`src/rtl/fft_sdf_stage_ctrl.sv`:
```
// rtl/fft_sdf_stage_ctrl.sv - R2SDF FFT stage sequencer: counter, twiddle address, feedback delay, drain.
module fft_sdf_stage_ctrl #(
  parameter int IN_W     = 24,
  parameter int LOG2_D   = 1,
  parameter int TW_AW    = 10,
  parameter int TW_SHIFT = 0
) (
  input  logic                   clk_i,
  input  logic                   rst_i,
  input  logic                   in_valid_i,
  output logic                   in_ready_o,
  input  logic signed [IN_W-1:0] din_r_i,
  input  logic signed [IN_W-1:0] din_i_i,
  input  logic                   flush_i,
  output logic                   bf_state_o,
  output logic signed [IN_W-1:0] bf_ar_o,
  output logic signed [IN_W-1:0] bf_ai_o,
  output logic signed [IN_W-1:0] bf_br_o,
  output logic signed [IN_W-1:0] bf_bi_o,
  input  logic signed [IN_W-1:0] bf_dout_ar_i,
  input  logic signed [IN_W-1:0] bf_dout_ai_i,
  input  logic signed [IN_W-1:0] bf_dout_br_i,
  input  logic signed [IN_W-1:0] bf_dout_bi_i,
  output logic [TW_AW-1:0]       tw_addr_o,
  output logic signed [IN_W-1:0] dout_r_o,
  output logic signed [IN_W-1:0] dout_i_o,
  output logic                   out_valid_o,
  output logic                   busy_o
);

  localparam int D       = 1 << LOG2_D;
  localparam int TW_FULL = LOG2_D + TW_SHIFT;

  localparam logic [0:0] S_RUN   = 1'b0;
  localparam logic [0:0] S_FLUSH = 1'b1;

  logic [0:0]            state_q, state_d;
  logic [LOG2_D:0]       cnt_q, cnt_d;
  logic                  primed_q, primed_d;
  logic signed [IN_W-1:0] dly_r_q [D];
  logic signed [IN_W-1:0] dly_i_q [D];
  logic signed [IN_W-1:0] dout_r_q, dout_i_q;
  logic                  out_valid_q;

  logic [LOG2_D-1:0]     ptr;
  logic                  half;
  logic                  step;
  logic [TW_FULL-1:0]    tw_wide;

  assign ptr  = cnt_q[LOG2_D-1:0];
  assign half = cnt_q[LOG2_D];

  assign in_ready_o = (state_q == S_RUN);
  assign busy_o     = (state_q == S_FLUSH);
  assign step       = busy_o | (in_valid_i & in_ready_o);

  assign bf_state_o = ~half;
  assign tw_wide    = TW_FULL'(ptr) << TW_SHIFT;
  assign tw_addr_o  = TW_AW'(tw_wide);

  // Drain feeds zeros so the delayed sums are pushed out unchanged.
  assign bf_ar_o = busy_o ? '0 : din_r_i;
  assign bf_ai_o = busy_o ? '0 : din_i_i;
  assign bf_br_o = dly_r_q[ptr];
  assign bf_bi_o = dly_i_q[ptr];

  assign dout_r_o    = dout_r_q;
  assign dout_i_o    = dout_i_q;
  assign out_valid_o = out_valid_q;

  always_comb begin
    state_d  = state_q;
    cnt_d    = cnt_q;
    primed_d = primed_q;
    if (step) begin
      cnt_d = cnt_q + 1'b1;
    end
    case (state_q)
      S_RUN: begin
        if (step && (cnt_q == '1)) begin
          primed_d = 1'b1;
        end
        if (flush_i && !in_valid_i && (cnt_q == '0) && primed_q) begin
          state_d = S_FLUSH;
        end
      end
      S_FLUSH: begin
        if (ptr == '1) begin
          state_d  = S_RUN;
          cnt_d    = '0;
          primed_d = 1'b0;
        end
      end
      default: state_d = S_RUN;
    endcase
  end

  always_ff @(posedge clk_i or posedge rst_i) begin
    if (rst_i) begin
      state_q     <= S_RUN;
      cnt_q       <= '0;
      primed_q    <= 1'b0;
      dout_r_q    <= '0;
      dout_i_q    <= '0;
      out_valid_q <= 1'b0;
      for (int k = 0; k < D; k++) begin
        dly_r_q[k] <= '0;
        dly_i_q[k] <= '0;
      end
    end else begin
      state_q     <= state_d;
      cnt_q       <= cnt_d;
      primed_q    <= primed_d;
      // State-1 outputs of the very first block carry no real sum yet.
      out_valid_q <= step & (~bf_state_o | primed_q);
      if (step) begin
        dly_r_q[ptr] <= bf_dout_br_i;
        dly_i_q[ptr] <= bf_dout_bi_i;
        dout_r_q     <= bf_dout_ar_i;
        dout_i_q     <= bf_dout_ai_i;
      end
    end
  end

endmodule

```
`config.mk`:
```
export PLATFORM = sky130hd
export DESIGN_NAME = fft_sdf_stage_ctrl
export DESIGN_NICKNAME = d
export VERILOG_FILES = /design/src/rtl/fft_sdf_stage_ctrl.sv
export SDC_FILE = /design/constraint.sdc
export NUM_CORES = 1
export LEC_CHECK = 0
export ABC_AREA = 0
export BUFFER_PORTS_ARGS = -buffer_cell sky130_fd_sc_hd__buf_2
export CORE_MARGIN = 2
export CORE_UTILIZATION = 51
export DETAILED_ROUTE_END_ITERATION = 12
export HOLD_SLACK_MARGIN = 0.03
export PLACE_DENSITY = 0.87
export RECOVER_POWER = 50
export SYNTH_ARGS = -nofsm -noshare
export SYNTH_HDL_FRONTEND = slang
export SYNTH_SLANG_ARGS = --single-unit
```
`constraint.sdc`:
```
create_clock -name clk_i -period 11.7 [get_ports clk_i]
set_input_delay 1.755 -clock clk_i [delete_from_list [all_inputs] [get_ports clk_i]]
set_output_delay 1.755 -clock clk_i [all_outputs]
set_load 0.03 [all_outputs]
```
==> results of run 1 <==
-- cell usage in the layout, fill, tap and decap left out --
| cell | count |
|---|---|
| o2bb2ai_1 | 1 |
| clkbuf_1 | 57 |
| conb_1 | 9 |
| nand2_1 | 1 |
| inv_1 | 4 |
| buf_2 | 245 |
| clkinv_2 | 4 |
| dfrtp_2 | 2 |
| nor2_1 | 2 |
| dfrtp_1 | 147 |
| clkinvlp_4 | 2 |
| bufinv_16 | 4 |
| mux2i_1 | 2 |
| mux2_1 | 48 |
| nor2_8 | 1 |
| o21ai_0 | 1 |
| clkinvlp_2 | 1 |
| nand4b_1 | 1 |
| a21oi_1 | 2 |
| ha_1 | 5 |
| clkbuf_16 | 17 |
| nor2b_1 | 49 |
| mux2_2 | 144 |
| buf_4 | 2 |
| clkbuf_8 | 1 |
-- routing by layer --
| metal | track usage (%) | up-vias | routed length, um |
|---|---|---|---|
| li1 | - | 2112 | - |
| met1 | 25.3 | 2333 | 5950 |
| met2 | 43.2 | 176 | 8890 |
| met3 | 6.47 | 31 | 959 |
| met4 | 10.4 | 0 | 446 |
| met5 | 0 | - | 0 |
-- worst max-delay path: stages --
cell and delay, ns:
clkbuf_1 0.31, nor2_8 0.03, inv_1 0.10, ha_1 0.14
clkbuf_1 2.07, mux2_2 0.48
-- area by class of cell --
cell class	count	area share, %
clock buffer	21	5.20
clock inverter	10	1.79
inverter	5	0.231
multi-input combinational	266	30.6
sequential	149	43.0
tap	176	2.54
timing repair buffer	301	16.7
-- cell families (layout without fill, tap and decap cells) --
family / Yosys count / in the layout
mux: 194 / 194
flops: 149 / 149
simple gates: 54 / 54
buf+inv: 42 / 337
fa+ha+maj: 5 / 5
compound gates: 4 / 4
other cells: 1 / 9
-- per-stage QoR --
step           cell area (um^2)  cells  power [mW]
2_1_floorplan              6820    457        1.90
3_5_place_dp               8330    897        2.25
3_3_place_gp               8330    897        2.19
4_1_cts                    8930    928        2.82
6_report                   8670    928        2.74
5_1_grt                    8670    928        2.88
-- how the worst min path moves through the flow --
stage | from | to | cells past startpoint
2_1_floorplan | dly_r_q[0] | dly_r_q[0] | 1
3_3_place_gp | dly_r_q[4] | dly_r_q[4] | 1
3_5_place_dp | dout_r_o[12] | dout_r_o[12] | 1
4_1_cts | dly_i_q[2] | dly_i_q[2] | 1
5_1_grt | dout_i_o[4] | dout_i_o[4] | 1
6_report | dout_i_o[4] | dout_i_o[4] | 1
-- registers in the layout, summed over array words and instances (netlist names), named ones only --
name,cells
out_valid_o,1
primed_q,1
dout_i_o,24
dly_i_q,48
dout_r_o,24
busy_o,1
cnt_q,1
dly_r_q,48
-- power groups by stage --
stage / Combinational (mW) / Sequential (mW) / Clock [mW]
6_report: 1.30 / 0.887 / 0.560
5_1_grt: 1.37 / 0.920 / 0.594
4_1_cts: 1.36 / 0.888 / 0.570
3_5_place_dp: 1.35 / 0.897 / 0
3_3_place_gp: 1.32 / 0.871 / 0
2_1_floorplan: 0.983 / 0.917 / 0
==> impl_metrics.env, run 1 <==
export IMPL_hold_slack_ns=0.489
export IMPL_synth_most_common_cell="dfrtp_1"
export IMPL_final_hold_viol_count=0
export IMPL_path_class="input pin to flop"
export IMPL_vias=4652
export IMPL_synth_mux_area_share_pct=34.8
export IMPL_synthXorXnorAreaFrac_pct=0
export IMPL_final_nets=893
export IMPL_clock_sinks=149
export IMPL_yosysTopAreaCell="dfrtp_1"
export IMPL_swShare_pct=41.0
export IMPL_slew_headroom_pct=-95.4
export IMPL_setup_tns_final_ns=0
export IMPL_dp_final_hpwl_um=11700
export IMPL_vdd_drop_max_v=0.000184
export IMPL_drv_slew=216
export IMPL_synth_area_leaders="dfrtp_1 55%, mux2_2 24%, mux2_4 11%, nor2b_1 4.5%, buf_4 1.5%"
export IMPL_synth_compound_area_share_pct=0.350
export IMPL_multi_input_area_um2=2650
export IMPL_io_pins=306
export IMPL_p_sw_mw=1.13
export IMPL_fp_dieH_um=119
export IMPL_cts_hold_fix_buffers=0
export IMPL_rrSetupSlack_ns=7.75
export IMPL_synth_adder_area_share_pct=0.921
export IMPL_htreeDepth=4
export IMPL_first_iter_violations=197
export IMPL_cts_buffer_depth=2
export IMPL_combPwrFrac_pct=47.3
export IMPL_endpoint_kind="flop"
export IMPL_dieArea_um2=14300
export IMPL_gp_congestion=0.838
export IMPL_die_w_um=119
export IMPL_ys_ff_latch=149
export IMPL_status="finished with violations"
export IMPL_pwr_share_clk_pct=20.4
export IMPL_ys_seq_area_share_pct=54.9
export IMPL_cts_made_buffers=17
export IMPL_layout_drive_gt1_share_pct=56.3
export IMPL_powerDensity_nw_per_um2=316
export IMPL_synth_common_cells="149 x dfrtp_1, 144 x mux2_2, 49 x nor2b_1, 48 x mux2_4, 14 x buf_4"
export IMPL_crit_path_start="in_valid_i"
export IMPL_core_area_um2=13100
export IMPL_rsz0062_at_grt="no"
export IMPL_n_fill_cell=1019
export IMPL_grt_pass1_wl_um=25800
export IMPL_grt_total_usage_pct=23.6
export IMPL_cp_data_arrival_time_ns=4.91
export IMPL_initial_core_util_pct=51.7
export IMPL_cts_resized_gates=0
export IMPL_drc=0
export IMPL_netlist_instances=449
export IMPL_worstReg2RegStart="busy_o"
export IMPL_synth_area_per_cell_um2=15.1
export IMPL_synth_edf_count=0
export IMPL_p_leak_nw=4.07
export IMPL_post_route_min_period_ns=4.62
export IMPL_clk_latency_ns=0.42
export IMPL_ys_warn_count=0
export IMPL_regArea_um2=3730
export IMPL_grt_pass1_vias=5022
export IMPL_final_core_util_pct=66.0
export IMPL_syn_area_um2=6790
export IMPL_worstPathMaxFanout=49
export IMPL_first_pass_iters=4
export IMPL_synthFlopType="dfrtp_1"
export IMPL_overflow=0
export IMPL_diodes=0
export IMPL_max_cap_violations=4
export IMPL_worstPathRequired_ns=11.99
export IMPL_path_clk_slew_ns=0.06
export IMPL_area_delta_synth_final_pct=27.7
export IMPL_skew_ns=0.00580
export IMPL_antenna_found_initial=0
export IMPL_cts_tree="yes"
export IMPL_synth_top_family_by_area="multiplexers"
export IMPL_crit_end="dly_r_q[31]"
export IMPL_root_buffer="clkbuf_16"
export IMPL_holdCritPathClass="flop to flop"
export IMPL_p_seq_share_pct=32.3
export IMPL_drt_total_wl_um=16200
export IMPL_r2r_end="dly_r_q[31]"
export IMPL_post_route_period_util_pct=39.5
export IMPL_wl_per_cell_um=17.5
export IMPL_synth_cell_types=19
export IMPL_synth_simple_area_share_pct=5.10
export IMPL_numPortBuffers=296
export IMPL_grt_max_degree=85
export IMPL_p_int_mw=1.62
export IMPL_violations="max-capacitance violations, max-slew violations"
export IMPL_reg2reg_depth=5
export IMPL_drtAntennaViolNets=0
export IMPL_post_cts_setup_buffer_count=0
export IMPL_yosys_area_top_type_share_pct=54.9
export IMPL_finalSetupViolCount=0
export IMPL_floorplan_rows=42
export IMPL_tightest_slew_ns=2.93
export IMPL_startpoint_type="input pin"
export IMPL_viasPerCell=5.01
export IMPL_fmax_mhz=217
export IMPL_dpl_worst_slack_ns=7.71
export IMPL_async_flop_share_pct=100
export IMPL_setup_ws_ns=7.08
Power figures use the tool's default switching activity.
==> run 2, diff against run 1 <==
--- a/config.mk
+++ b/config.mk
@@ -8,10 +8,10 @@
 export ABC_AREA = 0
 export BUFFER_PORTS_ARGS = -buffer_cell sky130_fd_sc_hd__buf_2
 export CORE_MARGIN = 2
-export CORE_UTILIZATION = 51
+export CORE_UTILIZATION = 47
 export DETAILED_ROUTE_END_ITERATION = 12
 export HOLD_SLACK_MARGIN = 0.03
-export PLACE_DENSITY = 0.87
+export PLACE_DENSITY = 0.81
 export RECOVER_POWER = 50
 export SYNTH_ARGS = -nofsm -noshare
 export SYNTH_HDL_FRONTEND = slang
==> constraint.sdc (replaced) <==
create_clock -name clk_i -period 4.35 [get_ports clk_i]
set_input_delay 0.6525 -clock clk_i [delete_from_list [all_inputs] [get_ports clk_i]]
set_output_delay 0.6525 -clock clk_i [all_outputs]
set_load 0.03 [all_outputs]
==> run 2 against run 1 <==
The flow still finishes with violations (max-capacitance violations, max-slew violations). Non-clock buffer count is the same. Flip-flop and latch count stayed put. Global-route usage fell by 1.6 points. Power grew to 2.7 times the previous value.
==> impl_metrics.env, run 2 (synthesis results as in run 1) <==
export IMPL_tightest_slew_ns=1.65
export IMPL_holdCritPathClass="input pin to flop"
export IMPL_die_w_um=124
export IMPL_vdd_drop_max_v=0.000458
export IMPL_final_nets=893
export IMPL_initial_core_util_pct=48.5
export IMPL_drtAntennaViolNets=0
export IMPL_path_clk_slew_ns=0.06
export IMPL_worstPathMaxFanout=35
export IMPL_skew_ns=0.00649
export IMPL_drv_slew=106
export IMPL_reg2reg_depth=3
export IMPL_finalSetupViolCount=0
export IMPL_max_cap_violations=2
export IMPL_root_buffer="clkbuf_16"
export IMPL_endpoint_kind="primary output"
export IMPL_layout_drive_gt1_share_pct=61.1
export IMPL_numPortBuffers=296
export IMPL_crit_end="bf_bi_o[19]"
export IMPL_grt_pass1_wl_um=25100
export IMPL_wl_per_cell_um=18.9
export IMPL_io_pins=306
export IMPL_worstReg2RegStart="busy_o"
export IMPL_drt_total_wl_um=17700
export IMPL_first_iter_violations=256
export IMPL_fp_dieH_um=124
export IMPL_path_class="flop to primary output"
export IMPL_first_pass_iters=4
export IMPL_violations="max-capacitance violations, max-slew violations"
export IMPL_post_route_min_period_ns=3.41
export IMPL_antenna_found_initial=0
export IMPL_htreeDepth=4
export IMPL_p_leak_nw=4.19
export IMPL_viasPerCell=5.00
export IMPL_grt_max_degree=150
export IMPL_fmax_mhz=294
export IMPL_cts_buffer_depth=2
export IMPL_crit_path_start="cnt_q[0]"
export IMPL_drc=0
export IMPL_final_cells=934
export IMPL_cp_data_arrival_time_ns=2.75
export IMPL_layout_common_cells="246 x buf_2, 149 x dfrtp_1, 144 x mux2_2"
export IMPL_status="finished with violations"
export IMPL_slew_headroom_pct=-9.76
export IMPL_cts_resized_gates=0
export IMPL_powerDensity_nw_per_um2=841
export IMPL_core_area_um2=14000
export IMPL_worstPathRequired_ns=3.70
export IMPL_rrSetupSlack_ns=1.21
export IMPL_clock_sinks=149
export IMPL_final_common_cell="buf_2"
export IMPL_r2r_end="dout_r_o[1]"
export IMPL_vias=4674
export IMPL_grt_total_usage_pct=22.0
export IMPL_cts_hold_fix_buffers=0
export IMPL_dp_final_hpwl_um=12900
export IMPL_dieArea_um2=15400
export IMPL_hold_path_depth=2
export IMPL_cts_made_buffers=17
export IMPL_clk_latency_ns=0.41
export IMPL_final_hold_viol_count=0
export IMPL_cts_tree="yes"
export IMPL_post_cts_setup_buffer_count=0
export IMPL_floorplan_rows=43
export IMPL_post_route_period_util_pct=78.3
export IMPL_grt_pass1_vias=4830
export IMPL_setup_tns_final_ns=0
export IMPL_dp_cells=901
export IMPL_startpoint_type="flop"
export IMPL_rsz0062_at_grt="no"
export IMPL_gp_congestion=0.872
export IMPL_reg_top3="dly_i_q: 48 flops, dly_r_q: 48 flops"
export IMPL_overflow=0
export IMPL_area_delta_synth_final_pct=29.4
-- run 2: cell count changes in the layout (fill, tap and decap cells not counted), moves of 2 or more --
cell / delta
ha_1: -2
clkinv_4: +3
dfrtp_1: +2
mux2_1: -29
dfrtp_2: -2
clkbuf_1: -7
inv_6: +3
ha_2: +2
mux2_4: +29
bufinv_16: -2
-- run 2: cell type report --
cell class	count	area [um^2]
Sequential cell	149	3730
Inverter	5	20.0
Tap cell	180	225
Clock buffer	17	425
Clock inverter	15	155
Timing Repair Buffer	301	1470
Multi-Input combinational cell	266	2760
Fill cell	1137	5200
Antenna cell	1	2.50
-- run 2: power by group --
part / leakage [nW] / internal [mW] / switching, mW / total [mW]
sequential: 1.74 / 1.98 / 0.438 / 2.42
clock: 0.280 / 0.847 / 0.581 / 1.43
combinational: 2.17 / 1.44 / 2.10 / 3.54
-- run 2: worst min path at each step --
stage / startpoint / slack (ns) / end
after detailed placement: dout_r_o[10] / 0.49 / dout_r_o[10]
after global placement: dly_r_q[22] / 0.48 / dly_r_q[22]
after global routing: bf_dout_ai_i[21] / 0.42 / dout_i_o[21]
after floorplan: dly_r_q[0] / 0.47 / dly_r_q[0]
after CTS: bf_dout_ai_i[21] / 0.45 / dout_i_o[21]
final: bf_dout_ar_i[7] / 0.45 / dout_r_o[7]
-- run 2: critical path: stages (launching register included) --
cell,delay (ns)
dfrtp_1,1.31
buf_4,0.45
mux2_2,0.38
buf_2,0.18
-- run 2: stage by stage --
stage	hold WS, ns	cell area, um^2	power, mW	utilization, %	setup slack (ns)
floorplan	0.475	6820	5.11	-	1.82
global placement	0.483	8340	5.94	59.7	1.88
detailed placement	0.486	8340	6.06	59.7	1.83
CTS	0.449	8920	7.52	63.8	1.38
global route	0.425	8780	7.78	62.8	0.764
finish	0.445	8790	7.39	62.8	0.943
-- run 2: per-layer routing --
layer	vias up	GRT usage (%)	wire length (um)	share of wire, %
li1	2120	-	-	-
met1	2330	25.3	6890	39
met2	188	37.8	9210	52
met3	36	6.41	1060	6.0
met4	0	9.76	521	2.9
met5	-	0	0	0
==> run 3, diff against run 2 <==
--- a/config.mk
+++ b/config.mk
@@ -8,10 +8,10 @@
 export ABC_AREA = 0
 export BUFFER_PORTS_ARGS = -buffer_cell sky130_fd_sc_hd__buf_2
 export CORE_MARGIN = 2
-export CORE_UTILIZATION = 47
+export CORE_UTILIZATION = 43
 export DETAILED_ROUTE_END_ITERATION = 12
 export HOLD_SLACK_MARGIN = 0.03
-export PLACE_DENSITY = 0.81
+export PLACE_DENSITY = 0.78
 export RECOVER_POWER = 50
 export SYNTH_ARGS = -nofsm -noshare
 export SYNTH_HDL_FRONTEND = slang
==> constraint.sdc (replaced) <==
create_clock -name clk_i -period 2.9 [get_ports clk_i]
set_input_delay 0.435 -clock clk_i [delete_from_list [all_inputs] [get_ports clk_i]]
set_output_delay 0.435 -clock clk_i [all_outputs]
set_load 0.03 [all_outputs]
==> run 3 against run 2 <==
The flow still finishes with violations (max-capacitance violations, max-slew violations). Routed wire length fell by 5.2%. Worst hold slack got worse by 0.20 ns. Utilization fell by 4.3 points. Register-to-register slack got worse by 0.64 ns. Power rose by 52%. Via count fell by 1.9%. Critical endpoint is now bf_bi_o[11]. Largest power group unchanged.
==> impl_metrics.env, run 3 (synthesis results as in run 1) <==
export IMPL_status="finished with violations"
export IMPL_violations="max-capacitance violations, max-slew violations"
export IMPL_vdd_drop_max_v=0.000588
export IMPL_hold_slack_ns=0.246
export IMPL_regArea_um2=3730
export IMPL_first_pass_iters=4
export IMPL_wl_met1_um=6470
export IMPL_drv_slew=201
export IMPL_grt_total_usage_pct=19.7
export IMPL_met2_length_um=9070
export IMPL_die_w_um=130
export IMPL_crit_path_max_incr_delay_ns=0.57
export IMPL_worstPathRequired_ns=2.47
export IMPL_cts_tree="yes"
export IMPL_final_hold_viol_count=0
export IMPL_powerDensity_nw_per_um2=1260
export IMPL_crit_buf_inv=2
export IMPL_post_route_period_util_pct=87.2
export IMPL_gp_congestion=0.830
export IMPL_drc=0
export IMPL_cts_buffer_depth=2
export IMPL_p_leak_nw=4.29
export IMPL_path_class="flop to primary output"
export IMPL_grt_max_degree=80
export IMPL_cp_data_arrival_time_ns=2.09
export IMPL_top_layer_used="met5"
export IMPL_final_nets=895
export IMPL_grt_pass1_wl_um=25000
export IMPL_slew_headroom_pct=-28.5
export IMPL_final_common_cell="buf_2"
export IMPL_tightest_slew_ns=1.93
export IMPL_stdcell_area_um2=8960
export IMPL_n_fill_cell=1322
export IMPL_vias=4585
export IMPL_wl_met3_um=843
export IMPL_initial_core_util_pct=44.3
export IMPL_placedInstanceArea_um2=8440
export IMPL_layout_drive_gt1_share_pct=63.6
export IMPL_io_pins=306
export IMPL_core_area_um2=15300
export IMPL_holdCritPathClass="input pin to flop"
export IMPL_clock_sinks=149
export IMPL_path_clk_slew_ns=0.07
export IMPL_post_route_min_period_ns=2.53
export IMPL_viasPerCell=4.73
export IMPL_critPathSlowestCell="buf_4"
export IMPL_max_cap_violations=3
export IMPL_dp_final_hpwl_um=12300
export IMPL_cts_hold_fix_buffers=0
export IMPL_multi_input_area_um2=2830
export IMPL_root_buffer="clkbuf_16"
export IMPL_wl_per_cell_um=17.3
export IMPL_overflow=0
export IMPL_antenna_found_initial=3
export IMPL_reg_top3="dly_i_q: 48 flops, dly_r_q: 48 flops"
export IMPL_drtAntennaViolNets=0
export IMPL_grt_pass1_vias=4720
export IMPL_skew_ns=0.00663
export IMPL_finalPower_mw=11.2
export IMPL_floorplan_rows=45
export IMPL_setup_ws_ns=0.372
export IMPL_path_cells="buf_4 > mux2_2 > buf_2"
export IMPL_rsz0062_at_grt="no"
export IMPL_final_cells=970
export IMPL_dp_cells=934
export IMPL_crit_family="buffers and inverters"
export IMPL_numPortBuffers=296
export IMPL_first_iter_violations=228
export IMPL_startpoint_type="flop"
export IMPL_fp_dieH_um=130
export IMPL_cts_resized_gates=0
export IMPL_dpl_worst_slack_ns=0.776
export IMPL_worstPathMaxFanout=44
export IMPL_htreeDepth=4
export IMPL_cts_made_buffers=17
export IMPL_drt_total_wl_um=16800
export IMPL_fmax_mhz=396
export IMPL_dieArea_um2=16800
export IMPL_post_cts_setup_buffer_count=0
export IMPL_clk_latency_ns=0.41
export IMPL_layout_common_cells="245 x buf_2, 147 x dfrtp_1, 144 x mux2_2"
export IMPL_area_delta_synth_final_pct=31.9
export IMPL_endpoint_kind="primary output"
export IMPL_final_core_util_pct=58.5
export IMPL_finalSetupViolCount=0
export IMPL_setup_tns_final_ns=0
-- run 3: cell count changes in the layout (fill, tap and decap cells not counted), sizes merged --
cell | previous run | this run
clkbuf | 68 | 72
diode | 1 | 4
buf | 250 | 248
clkinv | 7 | 5
inv | 7 | 9
-- run 3: report_power, final --
group | internal [mW] | leakage [nW] | total, mW | switching (mW)
Clock | 1.31 | 0.292 | 2.26 | 0.952
Combinational | 2.26 | 2.26 | 5.51 | 3.25
Sequential | 2.98 | 1.74 | 3.48 | 0.500
-- run 3: path summary, 6_finish.rpt --
path	from	slack [ns]	depth (start not counted)	to
worst max-delay path	cnt_q[0]	0.37	3	bf_bi_o[11]
worst min-delay path	bf_dout_ai_i[21]	0.25	2	dout_i_o[21]
worst min register to register	dly_i_q[46]	0.50	1	dly_i_q[46]
min in group asynchronous	rst_i	0.64	3	dout_i_o[11]
max in group asynchronous	rst_i	1.00	3	dly_i_q[4]
worst max register to register	busy_o	0.57	3	dout_r_o[18]
-- run 3: final cells by class --
cell class | count | share of cell area, %
timing repair buffer | 303 | 16.6
clock inverter | 15 | 2.15
multi-input combinational | 266 | 31.6
sequential | 149 | 41.7
tap | 211 | 2.95
antenna | 4 | 0.112
clock buffer | 17 | 4.75
inverter | 5 | 0.223
-- run 3: metal layers --
metal | track usage, % | up-vias
li1 | - | 2134
met5 | 0 | -
met1 | 22.8 | 2270
met2 | 34.2 | 163
met3 | 5.16 | 16
met4 | 8.73 | 2
